===== src/rtl/riscv_dmem_wbuf.sv =====
// Data-side posted write buffer with store-to-load forwarding.
// Stores are acknowledged on entry and drained in order to the downstream
// port. Loads bypass buffered stores unless their word overlaps a buffered
// store. Store bus errors are reported as a sticky flag with the first
// failing address.
// Size encoding on mem_size_i/dn_size_o: 0=BYTE, 1=HWORD, 2=WORD, 3=DWORD.
module riscv_dmem_wbuf #(
  parameter int unsigned XLEN  = 32,
  parameter int unsigned PLEN  = XLEN,
  parameter int unsigned DEPTH = 4,
  parameter int unsigned FWD   = 1
) (
  input  logic            clk_i,
  input  logic            rst_i,

  input  logic            mem_req_i,
  output logic            mem_rdy_o,
  input  logic [PLEN-1:0] mem_adr_i,
  input  logic [2:0]      mem_size_i,
  input  logic            mem_we_i,
  input  logic [XLEN-1:0] mem_d_i,
  output logic            mem_ack_o,
  output logic            mem_err_o,
  output logic [XLEN-1:0] mem_q_o,

  input  logic            drain_i,
  output logic            drain_rdy_o,

  output logic            st_err_o,
  output logic [PLEN-1:0] st_err_adr_o,
  input  logic            st_err_clr_i,

  output logic            dn_req_o,
  output logic [PLEN-1:0] dn_adr_o,
  output logic [2:0]      dn_size_o,
  output logic            dn_we_o,
  output logic [XLEN-1:0] dn_d_o,
  input  logic            dn_ack_i,
  input  logic            dn_err_i,
  input  logic [XLEN-1:0] dn_q_i
);

  localparam int unsigned LSB = $clog2(XLEN / 8);
  localparam int unsigned PW  = $clog2(DEPTH);
  localparam int unsigned CW  = PW + 1;

  typedef enum logic [1:0] {UP_IDLE, UP_FWD, UP_LDWAIT, UP_LDDRAIN} up_state_t;
  typedef enum logic [1:0] {DN_IDLE, DN_ST, DN_LD} dn_state_t;

  // Store entries
  logic [PLEN-1:0] ent_adr_q  [DEPTH];
  logic [2:0]      ent_size_q [DEPTH];
  logic [XLEN-1:0] ent_d_q    [DEPTH];

  logic [CW-1:0]   wr_ptr_q, wr_ptr_d, rd_ptr_q, rd_ptr_d;
  logic [CW-1:0]   count_c;
  logic            full_c, empty_c;
  logic [PW-1:0]   wr_idx_c, rd_idx_c;

  up_state_t       up_state_q, up_state_d;
  logic [PLEN-1:0] ld_adr_q, ld_adr_d;
  logic [2:0]      ld_size_q, ld_size_d;
  logic            rsp_ack_q, rsp_ack_d;
  logic            rsp_err_q, rsp_err_d;
  logic [XLEN-1:0] rsp_q_q, rsp_q_d;

  dn_state_t       dn_state_q, dn_state_d;
  logic            dn_req_q, dn_req_d;
  logic [PLEN-1:0] dn_adr_q, dn_adr_d;
  logic [2:0]      dn_size_q, dn_size_d;
  logic            dn_we_q, dn_we_d;
  logic [XLEN-1:0] dn_d_q, dn_d_d;

  logic            st_err_q, st_err_d;
  logic [PLEN-1:0] st_err_adr_q, st_err_adr_d;

  logic            accept_c, push_c, ld_acc_c, pop_c, ld_issue_c;
  logic            hit_c, fwd_ok_c;
  logic [PW-1:0]   hit_idx_c, cmp_idx_c;

  // FIFO occupancy from the extended pointers
  always_comb begin
    wr_idx_c = wr_ptr_q[PW-1:0];
    rd_idx_c = rd_ptr_q[PW-1:0];
    count_c  = wr_ptr_q - rd_ptr_q;
    empty_c  = (wr_ptr_q == rd_ptr_q);
    full_c   = (wr_ptr_q[PW] != rd_ptr_q[PW]) && (wr_ptr_q[PW-1:0] == rd_ptr_q[PW-1:0]);
  end

  // Upstream handshake; full uses the registered count so a pop never admits a push
  always_comb begin
    mem_rdy_o   = !rst_i && !drain_i && (up_state_q == UP_IDLE) && !(mem_we_i && full_c);
    accept_c    = mem_req_i && mem_rdy_o;
    push_c      = accept_c && mem_we_i;
    ld_acc_c    = accept_c && !mem_we_i;
    pop_c       = (dn_state_q == DN_ST) && (dn_ack_i || dn_err_i);
    mem_ack_o   = push_c || rsp_ack_q;
    mem_err_o   = rsp_err_q;
    mem_q_o     = rsp_q_q;
    drain_rdy_o = empty_c && (dn_state_q == DN_IDLE) && (up_state_q == UP_IDLE);
  end

  // Word-address compare against valid entries, oldest to youngest so the youngest wins
  always_comb begin
    hit_c     = 1'b0;
    hit_idx_c = '0;
    cmp_idx_c = '0;
    for (int unsigned k = 0; k < DEPTH; k++) begin
      cmp_idx_c = rd_idx_c + PW'(k);
      if ((CW'(k) < count_c) &&
          (ent_adr_q[cmp_idx_c][PLEN-1:LSB] == mem_adr_i[PLEN-1:LSB])) begin
        hit_c     = 1'b1;
        hit_idx_c = cmp_idx_c;
      end
    end
    fwd_ok_c = (FWD != 0) && hit_c &&
               (ent_adr_q[hit_idx_c] == mem_adr_i) &&
               (ent_size_q[hit_idx_c] == mem_size_i);
  end

  // A load goes downstream straight from accept, or once LDWAIT sees the port idle
  always_comb begin
    ld_issue_c = (dn_state_q == DN_IDLE) &&
                 ((ld_acc_c && !hit_c) || (up_state_q == UP_LDWAIT));
  end

  // Upstream load FSM: next state and registered response
  always_comb begin
    up_state_d = up_state_q;
    ld_adr_d   = ld_adr_q;
    ld_size_d  = ld_size_q;
    rsp_ack_d  = 1'b0;
    rsp_err_d  = 1'b0;
    rsp_q_d    = rsp_q_q;
    unique case (up_state_q)
      UP_IDLE: begin
        if (ld_acc_c) begin
          ld_adr_d  = mem_adr_i;
          ld_size_d = mem_size_i;
          if (!hit_c) begin
            up_state_d = UP_LDWAIT;
          end else if (fwd_ok_c) begin
            up_state_d = UP_FWD;
            rsp_ack_d  = 1'b1;
            rsp_q_d    = ent_d_q[hit_idx_c];
          end else begin
            up_state_d = UP_LDDRAIN;
          end
        end
      end
      UP_FWD: up_state_d = UP_IDLE;
      UP_LDWAIT: begin
        if (dn_state_q == DN_LD) begin
          if (dn_err_i) begin
            rsp_err_d  = 1'b1;
            up_state_d = UP_IDLE;
          end else if (dn_ack_i) begin
            rsp_ack_d  = 1'b1;
            rsp_q_d    = dn_q_i;
            up_state_d = UP_IDLE;
          end
        end
      end
      UP_LDDRAIN: begin
        if (empty_c && (dn_state_q == DN_IDLE)) up_state_d = UP_LDWAIT;
      end
      default: up_state_d = UP_IDLE;
    endcase
  end

  // Downstream FSM: pending load first, else head store; request drops between transfers
  always_comb begin
    dn_state_d = dn_state_q;
    dn_req_d   = dn_req_q;
    dn_adr_d   = dn_adr_q;
    dn_size_d  = dn_size_q;
    dn_we_d    = dn_we_q;
    dn_d_d     = dn_d_q;
    unique case (dn_state_q)
      DN_IDLE: begin
        dn_req_d = 1'b0;
        if (ld_issue_c) begin
          dn_req_d   = 1'b1;
          dn_we_d    = 1'b0;
          dn_adr_d   = (up_state_q == UP_LDWAIT) ? ld_adr_q  : mem_adr_i;
          dn_size_d  = (up_state_q == UP_LDWAIT) ? ld_size_q : mem_size_i;
          dn_state_d = DN_LD;
        end else if (!empty_c || push_c) begin
          dn_req_d   = 1'b1;
          dn_we_d    = 1'b1;
          dn_adr_d   = empty_c ? mem_adr_i  : ent_adr_q[rd_idx_c];
          dn_size_d  = empty_c ? mem_size_i : ent_size_q[rd_idx_c];
          dn_d_d     = empty_c ? mem_d_i    : ent_d_q[rd_idx_c];
          dn_state_d = DN_ST;
        end
      end
      DN_ST, DN_LD: begin
        if (dn_ack_i || dn_err_i) begin
          dn_req_d   = 1'b0;
          dn_state_d = DN_IDLE;
        end
      end
      default: begin
        dn_req_d   = 1'b0;
        dn_state_d = DN_IDLE;
      end
    endcase
  end

  // Sticky store error and pointer updates; clear wins over a new error
  always_comb begin
    st_err_d     = st_err_q;
    st_err_adr_d = st_err_adr_q;
    if (pop_c && dn_err_i && !st_err_q) begin
      st_err_d     = 1'b1;
      st_err_adr_d = dn_adr_q;
    end
    if (st_err_clr_i) st_err_d = 1'b0;
    wr_ptr_d = wr_ptr_q + CW'(push_c);
    rd_ptr_d = rd_ptr_q + CW'(pop_c);
  end

  // Control state registers
  always_ff @(posedge clk_i) begin
    if (rst_i) begin
      up_state_q   <= UP_IDLE;
      ld_adr_q     <= '0;
      ld_size_q    <= '0;
      rsp_ack_q    <= 1'b0;
      rsp_err_q    <= 1'b0;
      rsp_q_q      <= '0;
      dn_state_q   <= DN_IDLE;
      dn_req_q     <= 1'b0;
      dn_adr_q     <= '0;
      dn_size_q    <= '0;
      dn_we_q      <= 1'b0;
      dn_d_q       <= '0;
      st_err_q     <= 1'b0;
      st_err_adr_q <= '0;
      wr_ptr_q     <= '0;
      rd_ptr_q     <= '0;
    end else begin
      up_state_q   <= up_state_d;
      ld_adr_q     <= ld_adr_d;
      ld_size_q    <= ld_size_d;
      rsp_ack_q    <= rsp_ack_d;
      rsp_err_q    <= rsp_err_d;
      rsp_q_q      <= rsp_q_d;
      dn_state_q   <= dn_state_d;
      dn_req_q     <= dn_req_d;
      dn_adr_q     <= dn_adr_d;
      dn_size_q    <= dn_size_d;
      dn_we_q      <= dn_we_d;
      dn_d_q       <= dn_d_d;
      st_err_q     <= st_err_d;
      st_err_adr_q <= st_err_adr_d;
      wr_ptr_q     <= wr_ptr_d;
      rd_ptr_q     <= rd_ptr_d;
    end
  end

  // Entry payload storage, written on push
  always_ff @(posedge clk_i) begin
    if (push_c) begin
      ent_adr_q[wr_idx_c]  <= mem_adr_i;
      ent_size_q[wr_idx_c] <= mem_size_i;
      ent_d_q[wr_idx_c]    <= mem_d_i;
    end
  end

  assign dn_req_o     = dn_req_q;
  assign dn_adr_o     = dn_adr_q;
  assign dn_size_o    = dn_size_q;
  assign dn_we_o      = dn_we_q;
  assign dn_d_o       = dn_d_q;
  assign st_err_o     = st_err_q;
  assign st_err_adr_o = st_err_adr_q;

endmodule


===== config.mk =====
export PLATFORM = sky130hd
export DESIGN_NAME = riscv_dmem_wbuf
export DESIGN_NICKNAME = d
export VERILOG_FILES = /design/src/rtl/riscv_dmem_wbuf.sv
export SDC_FILE = /design/constraint.sdc
export NUM_CORES = 1
export LEC_CHECK = 0
export CAP_MARGIN = 0
export CORE_MARGIN = 8
export CORE_UTILIZATION = 35
export CTS_CLUSTER_SIZE = 12
export DETAILED_ROUTE_END_ITERATION = 12
export GPL_ROUTABILITY_DRIVEN = 1
export MAX_ROUTING_LAYER = met4
export PLACE_DENSITY = 0.63
export SETUP_SLACK_MARGIN = 0.4
export SKIP_CTS_REPAIR_TIMING = 1
export SLEW_MARGIN = 20
export SYNTH_ARGS = -nofsm -noshare
export SYNTH_HDL_FRONTEND = slang
export SYNTH_SLANG_ARGS = --single-unit

===== constraint.sdc =====
create_clock -name clk_i -period 19.6 [get_ports clk_i]
set_clock_uncertainty 0.15 [all_clocks]
set_input_delay 3.92 -clock clk_i [delete_from_list [all_inputs] [get_ports clk_i]]
set_output_delay 3.92 -clock clk_i [all_outputs]
set_load 0.05 [all_outputs]

==> out/metrics.yaml <==
run_status:
  status: "complete, no violations"
power:
  power_density_nw_per_um2: 83.95
  cellLeakagePower_uw: 0.009014
  p_total_uw: 2517
  vdd_drop_max_mv: 0.07073
worst_setup_path:
  critPathRequiredTime_ns: 15.53
  setup.worst_path.class: "in -> out"
  reg2reg_depth: 21
  rrSetupSlack_ns: 11.01
  cp_max_fo: 6
  crit_top_cell: "clkdlybuf4s50_1"
  end_kind: "output port"
  cp-startpoint: "drain_i"
  start_kind: "input pin"
  arrival_ns: 6.60
  slowest_stage: "clkdlybuf4s50_1"
  path_cells: "clkdlybuf4s50_1 -> or4_1 -> a41oi_1 -> nand3_1 -> nand2b_1 -> clkdlybuf4s50_1"
  cpPeakStageDelay_ns: 0.89
  worstReg2RegEnd: "mem_q_o[22]$_SDFFE_PP0P_"
  r2r_start: "rd_ptr_q[1]$_SDFF_PP0_"
synthesis:
  async_flop_share_pct: 0
  synth-edff-count: 268
  syn_avg_cell_area_sq_um: 11.40
  yosysTopAreaCell: "edfxtp_1"
  synth_warnings: 0
  yosysTopAreaCellShare_pct: 31.85
  syn_inst: 2217
  syn-num-nets: 2334
  synthTopCellsByArea: "edfxtp_1 32%, dfxtp_1 14%, mux4_2 13%"
  synth_seq_cells: 449
  seq_area_frac_synth_pct: 46.19
  netlist_area_sq_um: 25270
  synthFlopType: "edfxtp_1"
  synthDistinctLibCells: 82
finish:
  drive_above_1_share_pct: 13.11
  final_common_cell: "nand2_1"
  syn2layout_area_growth_pct: 18.68
  fillers: 6683
  layout_common_cells: "314 x nand2_1, 268 x edfxtp_1, 243 x clkdlybuf4s50_1"
  fin_nets: 2455
floorplan:
  die_area_sq_um: 81050
  die_x_microns: 284.7
  rows: 98
  die_h_microns: 284.7
  start_util_pct: 35.34
  core_area_sq_um: 71490
  pin_count: 245
global_route:
  antenna_found_initial: 11
  grt.overflow.total: 0
  grt_usage_pct: 21.25
  grt_pass1_wl_microns: 130300
  grt_pass1_vias: 19798
  grt_max_degree: 150
drt:
  wire_per_inst_microns: 26.09
  drtAntennaViolNets: 0
  vias_per_cell: 6.008
  drc: 0
  drt_iter0_markers: 2080
  first_pass_iters: 6
  vias: 20079
  drt_wl_total_microns: 87190
placed_design:
  place.gp.congestion: 0.9733
  port_buffers: 244
  dpl.hpwl_microns: 57470
hold_path:
  hold_depth: 2
  hold_end: "ld_adr_q[24]$_SDFFE_PP0P_"
  hp-start: "ld_adr_q[24]$_SDFFE_PP0P_"
  hold_class: "reg -> reg"
clock_tree:
  path_clk_slew_ns: 0.06
  cts_buffers: 50
  cts_root_buf: "clkbuf_16"
  cts_tree: "yes"
  htreeDepth: 2
  cts.sinks: 449
  clock_tree.buffer_depth: 3
  clock_latency_ns: 0.62
timing:
  drv_slew: 0
  rsz0062_at_grt: "no"
  period_share_pct: 54.45
  setup_tns_ns: 0
  slew_headroom_pct: 24.55
  min_period_ns: 10.67
  whs_ns: 0.3040
  tightestPinTransition_ns: 1.132
  max_freq_mhz: 93.71
  setup_violations: 0
  timing.final.hold_violations: 0
run:
  cap_violations: 0
## sequential cells by signal, summed over array words and instances, names as in the netlist
| register | cells |
|---|---|
| dn_adr_o | 32 |
| dn_d_o | 32 |
| dn_req_o | 1 |
| dn_size_o | 3 |
| dn_state_q | 2 |
| dn_we_o | 1 |
| ent_adr_q | 128 |
| ent_d_q | 128 |
| ent_size_q | 12 |
| ld_adr_q | 32 |
| ld_size_q | 3 |
| mem_err_o | 1 |
| mem_q_o | 32 |
| rd_ptr_q | 3 |
| rsp_ack_q | 1 |
| st_err_adr_o | 32 |
| st_err_o | 1 |
| up_state_q | 2 |
| wr_ptr_q | 3 |
## synthesized netlist by cell type (12+ instances only)
| library cell | instances |
|---|---|
| a211oi_1 | 67 |
| a22oi_1 | 25 |
| edfxtp_1 | 268 |
| clkbuf_1 | 123 |
| xor2_1 | 26 |
| buf_6 | 14 |
| nand2_1 | 315 |
| nor3_1 | 12 |
| o21ai_0 | 25 |
| nand3_1 | 15 |
| and2_1 | 35 |
| mux4_2 | 147 |
| inv_1 | 45 |
| mux2_2 | 17 |
| xnor2_1 | 100 |
| o221ai_1 | 78 |
| nor2_1 | 91 |
| a221oi_1 | 68 |
| buf_1 | 23 |
| dfxtp_1 | 181 |
| o22ai_1 | 20 |
| a21oi_1 | 152 |
| mux2i_1 | 162 |
| nand4_1 | 17 |
| buf_2 | 36 |
| buf_4 | 14 |
## cell families after synthesis
logic type / synth area share (%)
and+or+nand+nor: 9.736
AOI/OAI and AO/OA: 13.89
xor gates and xnor gates: 4.457
adders and majority gates: 0.5249
buffers and inverters: 4.823
DFF: 46.19
muxes: 20.38
## per-layer routing
layer	part of all wire, %	global-route usage [%]	up-vias
li1	-	-	8745
met1	41	27.17	10166
met2	47	33.79	1002
met3	8.8	4.508	166
met4	3.1	6.403	0
met5	0	-	-
## through the flow
stage | instance area [sq um] | util [%] | setup WS (ns) | cells
after floorplan | 25270 | - | 8.602 | 2217
after global placement | 28280 | 39.56 | 8.696 | 3236
after detailed placement | 28280 | 39.56 | 8.509 | 3236
after CTS | 29960 | 41.91 | 8.908 | 3330
after global routing | 29980 | 41.94 | 8.610 | 3340
final | 29990 | 41.95 | 8.929 | 3342
## report_power, final
group	switching (uW)	total, uW	leakage, uW	internal, uW
Clock	402	963	0.000815	561
Sequential	32.5	1060	0.00388	1030
Combinational	308	495	0.00432	187
## worst max path at each step
stage / slack (ns) / cells past startpoint / to
after floorplan: 8.60 / 4 / ent_adr_q[0][0]$_DFFE_PP_
after global placement: 8.70 / 20 / mem_q_o[5]$_SDFFE_PP0P_
after detailed placement: 8.51 / 20 / mem_q_o[10]$_SDFFE_PP0P_
after CTS: 8.91 / 6 / mem_ack_o
after global routing: 8.61 / 19 / mem_q_o[31]$_SDFFE_PP0P_
final: 8.93 / 6 / mem_ack_o
## critical path, delay by kind of cell
kind                   cells  cell delay [ns]
AOI/OAI and AO/OA          1             0.25
buffers and inverters      2             1.39
and+or+nand+nor            3             1.05
## layout make-up
class | count | area [sq um] | share of cell area [%]
multi-input cells | 1509 | 12480 | 41.63
flip-flops and latches | 449 | 11680 | 38.95
repair buffers | 282 | 2754 | 9.184
clock buffers | 75 | 1426 | 4.757
well taps | 950 | 1189 | 3.964
clock inverters | 19 | 252.7 | 0.8429
inverters | 46 | 172.7 | 0.5758
diodes | 12 | 30.03 | 0.1001
Note: power is estimated with default switching activity, not from simulation.
